==> src/rtl/sdr_scl_sequencer.sv <==
// Frame sequencer for the SDR SCL generator: START, 9-bit frames, OD/PP switching, stall, SCL park.
// Optional stall watchdog is built when SDR_SCL_SEQ_STALL_TIMEOUT_EN is defined.
`timescale 1ns/1ps
module sdr_scl_sequencer #(
    parameter int BYTE_CNT_W    = 4,
    parameter int STALL_TIMEOUT = 255
) (
    input  logic                  i_sdr_ctrl_clk,
    input  logic                  i_sdr_ctrl_rst_n,
    input  logic                  i_seq_start,
    input  logic [BYTE_CNT_W-1:0] i_seq_num_bytes,
    input  logic                  i_seq_od_header,
    input  logic                  i_seq_stall_req,
    input  logic                  i_scl_pos_edge,
    input  logic                  i_scl_neg_edge,
    output logic                  o_scl_gen_pp_od,
    output logic                  o_scl_gen_stall,
    output logic                  o_scl_idle,
    output logic                  o_timer_cas,
    output logic                  o_seq_busy,
    output logic [3:0]            o_seq_bit_cnt,
    output logic [BYTE_CNT_W-1:0] o_seq_byte_cnt,
    output logic                  o_seq_sample,
    output logic                  o_seq_done,
    output logic                  o_seq_abort
);

    typedef enum logic [2:0] {
        S_IDLE,
        S_START,
        S_FRAME,
        S_SWITCH,
        S_STOP
    } state_t;

    localparam logic [BYTE_CNT_W-1:0] BYTE_ONE = 1;

    state_t                state_q, state_d;
    logic [BYTE_CNT_W-1:0] num_bytes_q, num_bytes_d;
    logic [BYTE_CNT_W-1:0] byte_cnt_q, byte_cnt_d;
    logic [3:0]            bit_cnt_q, bit_cnt_d;
    logic                  od_header_q, od_header_d;
    logic                  pp_od_q, pp_od_d;
    logic                  stall_q, stall_d;
    logic                  idle_q, idle_d;
    logic                  cas_q, cas_d;
    logic                  busy_q, busy_d;
    logic                  sample_q, sample_d;
    logic                  done_q, done_d;
    logic                  in_frame;

`ifdef SDR_SCL_SEQ_STALL_TIMEOUT_EN
    localparam int              SC_W   = $clog2(STALL_TIMEOUT + 1);
    localparam logic [SC_W-1:0] SC_ONE = 1;
    localparam logic [SC_W-1:0] SC_MAX = SC_W'(STALL_TIMEOUT);

    logic [SC_W-1:0] stall_cnt_q, stall_cnt_d;
    logic            abort_q, abort_d;
`endif

    always_comb begin
        state_d     = state_q;
        num_bytes_d = num_bytes_q;
        byte_cnt_d  = byte_cnt_q;
        bit_cnt_d   = bit_cnt_q;
        od_header_d = od_header_q;
        pp_od_d     = pp_od_q;
        idle_d      = idle_q;
        busy_d      = busy_q;
        cas_d       = 1'b0;
        sample_d    = 1'b0;
        done_d      = 1'b0;
        in_frame    = (state_q == S_FRAME) || (state_q == S_SWITCH);
        stall_d     = i_seq_stall_req && in_frame;

        case (state_q)
            S_IDLE: begin
                idle_d  = 1'b1;
                pp_od_d = 1'b0;
                if (i_seq_start && (i_seq_num_bytes != '0)) begin
                    num_bytes_d = i_seq_num_bytes;
                    od_header_d = i_seq_od_header;
                    busy_d      = 1'b1;
                    cas_d       = 1'b1;
                    bit_cnt_d   = 4'd0;
                    byte_cnt_d  = '0;
                    state_d     = S_START;
                end
            end
            S_START: begin
                if (i_scl_neg_edge) begin
                    idle_d  = 1'b0;
                    pp_od_d = !od_header_q;
                    state_d = S_FRAME;
                end
            end
            S_FRAME: begin
                if (i_scl_pos_edge) begin
                    if (bit_cnt_q != 4'd8) begin
                        bit_cnt_d = bit_cnt_q + 4'd1;
                        sample_d  = 1'b1;
                    end else if (byte_cnt_q == (num_bytes_q - BYTE_ONE)) begin
                        // Park SCL before the generator can issue another falling edge
                        bit_cnt_d = 4'd0;
                        idle_d    = 1'b1;
                        state_d   = S_STOP;
                    end else begin
                        bit_cnt_d  = 4'd0;
                        byte_cnt_d = byte_cnt_q + BYTE_ONE;
                        state_d    = S_SWITCH;
                    end
                end
            end
            S_SWITCH: begin
                // Mode changes only once SCL has gone low
                if (i_scl_neg_edge) begin
                    pp_od_d = 1'b1;
                    state_d = S_FRAME;
                end
            end
            S_STOP: begin
                done_d  = 1'b1;
                busy_d  = 1'b0;
                pp_od_d = 1'b0;
                state_d = S_IDLE;
            end
            default: begin
                state_d = S_IDLE;
            end
        endcase

`ifdef SDR_SCL_SEQ_STALL_TIMEOUT_EN
        abort_d     = 1'b0;
        stall_cnt_d = stall_q ? (stall_cnt_q + SC_ONE) : '0;
        if (stall_q && ((stall_cnt_q + SC_ONE) == SC_MAX)) begin
            abort_d     = 1'b1;
            stall_d     = 1'b0;
            stall_cnt_d = '0;
            idle_d      = 1'b1;
            busy_d      = 1'b0;
            pp_od_d     = 1'b0;
            sample_d    = 1'b0;
            state_d     = S_IDLE;
        end
`endif
    end

    always_ff @(posedge i_sdr_ctrl_clk or negedge i_sdr_ctrl_rst_n) begin
        if (!i_sdr_ctrl_rst_n) begin
            state_q     <= S_IDLE;
            num_bytes_q <= '0;
            byte_cnt_q  <= '0;
            bit_cnt_q   <= 4'd0;
            od_header_q <= 1'b0;
            pp_od_q     <= 1'b0;
            stall_q     <= 1'b0;
            idle_q      <= 1'b1;
            cas_q       <= 1'b0;
            busy_q      <= 1'b0;
            sample_q    <= 1'b0;
            done_q      <= 1'b0;
`ifdef SDR_SCL_SEQ_STALL_TIMEOUT_EN
            stall_cnt_q <= '0;
            abort_q     <= 1'b0;
`endif
        end else begin
            state_q     <= state_d;
            num_bytes_q <= num_bytes_d;
            byte_cnt_q  <= byte_cnt_d;
            bit_cnt_q   <= bit_cnt_d;
            od_header_q <= od_header_d;
            pp_od_q     <= pp_od_d;
            stall_q     <= stall_d;
            idle_q      <= idle_d;
            cas_q       <= cas_d;
            busy_q      <= busy_d;
            sample_q    <= sample_d;
            done_q      <= done_d;
`ifdef SDR_SCL_SEQ_STALL_TIMEOUT_EN
            stall_cnt_q <= stall_cnt_d;
            abort_q     <= abort_d;
`endif
        end
    end

    assign o_scl_gen_pp_od = pp_od_q;
    assign o_scl_gen_stall = stall_q;
    assign o_scl_idle      = idle_q;
    assign o_timer_cas     = cas_q;
    assign o_seq_busy      = busy_q;
    assign o_seq_bit_cnt   = bit_cnt_q;
    assign o_seq_byte_cnt  = byte_cnt_q;
    assign o_seq_sample    = sample_q;
    assign o_seq_done      = done_q;
`ifdef SDR_SCL_SEQ_STALL_TIMEOUT_EN
    assign o_seq_abort     = abort_q;
`else
    assign o_seq_abort     = 1'b0;
`endif

endmodule

==> config.mk <==
export PLATFORM = sky130hd
export DESIGN_NAME = sdr_scl_sequencer
export DESIGN_NICKNAME = d
export VERILOG_FILES = /design/src/rtl/sdr_scl_sequencer.sv
export SDC_FILE = /design/constraint.sdc
export NUM_CORES = 1
export LEC_CHECK = 0
export CAP_MARGIN = 10
export CORE_UTILIZATION = 55
export CTS_BUF_LIST = sky130_fd_sc_hd__clkbuf_8
export DETAILED_ROUTE_END_ITERATION = 8
export GPL_ROUTABILITY_DRIVEN = 1
export PLACE_DENSITY = 0.87
export SYNTH_ARGS = -nofsm -noshare
export SYNTH_HDL_FRONTEND = slang
export SYNTH_SLANG_ARGS = --single-unit
==> constraint.sdc <==
create_clock -name i_sdr_ctrl_clk -period 2.87 [get_ports i_sdr_ctrl_clk]
set_clock_uncertainty 0.15 [all_clocks]
set_input_delay 0.4305 -clock i_sdr_ctrl_clk [delete_from_list [all_inputs] [get_ports i_sdr_ctrl_clk]]
set_output_delay 0.4305 -clock i_sdr_ctrl_clk [all_outputs]
set_load 0.01 [all_outputs]
==> Word level (Yosys, flattened, before mapping) <==
Index checks and enable logic that the tools add are counted.
{ "op_classes": {"n_addsub": 3, "eq_ne": 14, "muxes": 30, "reduce_logical": 19} }
{ "op_table": {"columns": ["op", "count"], "rows": [
  ["$mux W4", 6],
  ["$pmux W4 S2", 2],
  ["$mux W3", 5],
  ["$mux W1", 13],
  ["$ne A2 B2 Y1 const B", 6],
  ["$reduce_and A5 Y1", 2],
  ["$pmux W3 S3", 1],
  ["$add A4 B1 Y4 const B", 2],
  ["$eq A3 B2 Y1 const B", 2],
  ["$pmux W1 S3", 2],
  ["$reduce_and A3 Y1", 2],
  ["$reduce_bool A3 Y1", 2],
  ["$eq A4 B4 Y1", 1],
  ["$ne A2 B1 Y1 const B", 2],
  ["$ne A4 B4 Y1 const B", 1],
  ["$reduce_and A2 Y1", 2],
  ["$reduce_and A4 Y1", 1],
  ["$reduce_bool A2 Y1", 2],
  ["$reduce_bool A4 Y1", 1],
  ["$reduce_or A2 Y1", 2],
  ["$sub A4 B1 Y4 const B", 1],
  ["$eq A3 B1 Y1 const B", 1],
  ["$eq A3 B3 Y1 const B", 1],
  ["$logic_not A3 Y1", 1],
  ["4 further kinds", 5]
]} }
{ "word_totals": {"regBits": 23, "input_bits": 11, "wordCells": 78} }

==> Logic depth before layout (Yosys ltp) <==
{ "logic_depth": {"depth_word": 6, "ltp_mapped": 8} }

==> Least setup slack after synthesis <==
OpenSTA, ideal clock, no wires.
{ "synth_path": {"path_type": "reg2reg", "start": "register state_q[2]", "end": "register byte_cnt_q[2], in the netlist o_seq_byte_cnt[2]", "setup_ns": 0.124, "t_arrival_ns": 1.525, "t_required_ns": 2.596, "setup_slack_ns": 1.071, "path_stages_with_launch": 6, "path_buffers": 2, "synth_period_minus_slack_ns": 1.799, "path_cell_list": "dfrtp_1 -> buf_6 -> or4_4 -> buf_6 -> o21a_1 -> a211o_1"} }
{ "synth_via": {"elab_chain_cells": 3, "word_cells_on_any_way": 9, "cone_classes": "eq/ne: 5; mux: 1; reduce/logical: 3"} }
{ "synth_rtl": {"columns": ["item", "line", "text"], "rows": [
  ["start, declared", "38", "state_t state_q, state_d;"],
  ["start signal, assigned", "167", "state_q <= state_d;"],
  ["$eq A3 B2 Y1 or $logic_not A3 Y1 (tied branches)", "76", "case (state_q)"],
  ["$ne A2 B2 Y1 (no source line) or $reduce_bool A2 Y1 (tied branches)", null, null],
  ["$reduce_and A5 Y1 (no source line)", null, null],
  ["end signal, assigned", "169", "byte_cnt_q <= byte_cnt_d;"],
  ["end, declared", "40", "logic [BYTE_CNT_W-1:0] byte_cnt_q, byte_cnt_d;"]
]} }
Several ways; a longest one is shown, not always the timed one.
A chain may end at the register's enable or synchronous reset.

==> Final worst setup path <==
{ "layout_path": {"start": "register num_bytes_q[0]", "end": "register byte_cnt_q[2], in the netlist o_seq_byte_cnt[2]"} }
{ "layout_via": {"elab_chain_cells": 4} }
{ "layout_rtl": {"columns": ["item", "line", "text"], "rows": [
  ["start, declared", "39", "logic [BYTE_CNT_W-1:0] num_bytes_q, num_bytes_d;"],
  ["start signal, assigned", "168", "num_bytes_q <= num_bytes_d;"],
  ["$sub A4 B1 Y4", "102", "end else if (byte_cnt_q == (num_bytes_q - BYTE_ONE)) begin"],
  ["$eq A4 B4 Y1", "102", null],
  ["$ne A2 B2 Y1 (no source line)", null, null],
  ["$reduce_and A5 Y1 (no source line)", null, null]
]} }
No other way between the ends.

==> impl_results.md <==
- Crit path from: num_bytes_q[0]
- Slew Viols, Final: 0
- CTS tree: built
- First-pass DRT Iterations: 4
- CP arrival: between 2 and 2.5 ns
- Syn Area/Cell: around 10 sq um
- Hold Crit Class: reg -> reg
- DR WL/cell: between 10 and 15 um
- Final setup margin: between 0.6 and 0.7 ns
- # rows: 16
- Max clock buf depth: 2
- Area contributors post-synth: dfrtp_1 45%, xor2_1 4.3%, ha_1 4.1%
- Crit Path Max Fanout: 11
- Core ar.: ~2000 sq um
- H-Tree Depth: 1
- Fin. Hold Viols: 0
- Post-synth ARST share: 1.00
- Area Overhead vs Synth: 24.1%
- Worst setup endpoint: o_seq_byte_cnt[2]
- Maximum Capacitance Violations: 0
- Worst IR Drop VDD: 681 uV
- Skew-Pair Late Insertion Delay: approximately 0.26 ns
- Hold buffers post-CTS: 0
- Final Cycle Share: 0.770
- Synth top cells by count: 22 x dfrtp_1, 11 x nand2_1, 7 x inv_1, 7 x nor2_1, 7 x o21ai_0
- Initial antenna violation count: 0
- Final setup fails: 0
- Share of layout cells above drive strength 1: 0.0694
- CTS sink count: 23
- IO Port Bufs: 25
- Setup crit start kind: flop
- # fillers: roughly 150
- Origin of the critical flop-to-flop path: num_bytes_q[0]
- Global placer's final weighted congestion: between 0.8 and 0.9
- Hold depth: 1
- Clock transition at path regs: approximately 0.080 ns
- Die H: just under 50 um
- Total CTS buffers: 3
- Leak: between 0.6 and 0.7 nW
- Syn nets: approximately 140
- Sequential share of the synthesized area: 0.475
- Root buffer selected by CTS: clkbuf_8
- Number of setup buffers added after CTS: 0
- Routed Antenna Nets: 0
- Synth Warn #: 0
- GRT Util Overall: 0.238
- Crit path kind: reg -> reg
- Post-Synthesis Cell Area: between 1000 and 1500 sq um
- Pre-CTS setup slack: a little under 0.6 ns
- RSZ-0062 raised after global routing: false
- Via density: 5.83
- Most numerous cell in the Yosys netlist: dfrtp_1
- Full die area: 2400 sq um
- Io pins: 27
- PwrDens: 888 nW/um^2
- Residual DRC: 0
- Fmax: 452 MHz
- Worst R2R End: o_seq_byte_cnt[2]
- Status: finished clean
- Initial Util: 0.600
- Critical path data required time: roughly 2.9 ns
- Final setup TNS: 0 ns
- Number of synthesized flops with an enable pin: 0
- Final wirelength: around 2500 um
- Flop2flop setup slack: between 0.6 and 0.7 ns
- Fin crit period: roughly 2.2 ns
- Finished Core Util: 0.745
- Synth area leader: dfrtp_1
- Critical Path Sink Type: flop
- Ys flop type: dfrtp_1
- Synthesized flop and latch total: 23
- Chip Width: just under 50 um
- NumNets Final: 160
- Vias in the first global route: 934
- R2R cell count: 7
- Hpwl dp: 1880 um
- Count of cell types in the netlist: 38
- N_diodes: 0
- Cells after Synth: 120
- Largest net degree at the start of global routing: 24
- # resized after CTS: 0
- 1st-iter DRT viols: 19
- Area fraction of the dominant cell type after synthesis: 0.454
- First-pass GRT wire length: between 4000 and 5000 um
- DR vias: between 900 and 1,000
- Total grt overflow: 0
-- per-layer routing --
layer,GRT usage,vias to the layer above,share of wire
li1,-,468,-
met5,0,-,0
met2,0.400,35,0.50
met1,0.320,490,0.45
met4,0.0735,0,0.011
met3,0.0280,4,0.044
-- worst min path at each step --
stage | slack [ns] | end | start
after floorplan | -0.02 | num_bytes_q[0] | i_sdr_ctrl_rst_n
after global placement | 0.32 | o_scl_gen_pp_od | od_header_q
after detailed placement | 0.33 | od_header_q | od_header_q
after CTS | 0.34 | o_scl_gen_pp_od | od_header_q
after global routing | 0.36 | o_scl_gen_pp_od | od_header_q
final | 0.34 | o_scl_gen_pp_od | od_header_q
-- per-stage QoR --
| stage | area [sq um] | total power, mW | std cells | hold WS (ns) |
|---|---|---|---|---|
| finish | 1510 | 1.34 | 171 | 0.342 |
| global route | 1510 | 1.44 | 171 | 0.355 |
| CTS | 1510 | 1.34 | 171 | 0.343 |
| detailed placement | 1460 | 1.15 | 167 | 0.331 |
| global placement | 1460 | 1.13 | 167 | 0.316 |
| floorplan | 1210 | 0.906 | 120 | -0.0151 |
-- flip-flops by register name, summed over array words and instances (netlist names) --
name / cells
state_q: 3
o_seq_busy: 1
o_seq_done: 1
num_bytes_q: 4
o_seq_sample: 1
od_header_q: 1
o_scl_idle: 1
o_seq_byte_cnt: 4
o_scl_gen_stall: 1
o_scl_gen_pp_od: 1
o_timer_cas: 1
o_seq_bit_cnt: 4
-- critical path, cell delays in order, from the launching register on --
cell	delay, ns
dfrtp_1	0.41
inv_1	0.06
ha_1	0.20
xor2_1	0.17
xnor2_1	0.14
nand4_1	0.43
and3_1	0.32
a211o_1	0.22
-- power breakdown --
part | leakage [nW] | total, mW | internal (mW) | switching [mW]
clock | 0.0255 | 0.198 | 0.0967 | 0.101
combinational | 0.391 | 0.584 | 0.305 | 0.279
sequential | 0.278 | 0.557 | 0.437 | 0.120
-- logic make-up (layout without fill, tap and decap cells) --
family / count (synthesis) / in the layout / synth area share
and+or+nand+nor: 41 / 41 / 0.182
AOI/OAI and AO/OA: 26 / 26 / 0.144
DFF: 23 / 23 / 0.475
buffers and inverters: 13 / 37 / 0.0588
xor gates and xnor gates: 8 / 8 / 0.0577
adders and majority gates: 4 / 4 / 0.0412
muxes: 4 / 4 / 0.0371
other: 1 / 1 / 0.00309
-- cell type report --
class,count,area (sq um),area share
Clock buffer,3,41.3,0.0274
Clock inverter,1,5.00,0.00332
Inverter,7,26.3,0.0174
Multi-Input combinational cell,84,566,0.375
Sequential cell,23,577,0.383
Tap cell,27,33.8,0.0224
Timing Repair Buffer,26,258,0.171
-- cell usage in the layout, fill, tap and decap left out, types with 2 or more instances in the layout --
cell type        synthesis  final
a21o_1                   2      2
a21oi_1                  6      6
a32o_1                   2      2
and3_1                   2      2
clkbuf_8                 0      3
clkdlybuf4s50_1          0     25
dfrtp_1                 22     22
ha_1                     4      4
inv_1                    7      7
mux2_1                   4      4
nand2_1                 11     11
nand2b_1                 2      2
nand3_1                  4      4
nor2_1                   7      7
nor3_1                   4      4
nor3b_1                  3      3
o21ai_0                  7      7
o21ai_2                  2      2
xnor2_1                  2      2
xor2_1                   6      6
Note: power is estimated with default switching activity, not from simulation.
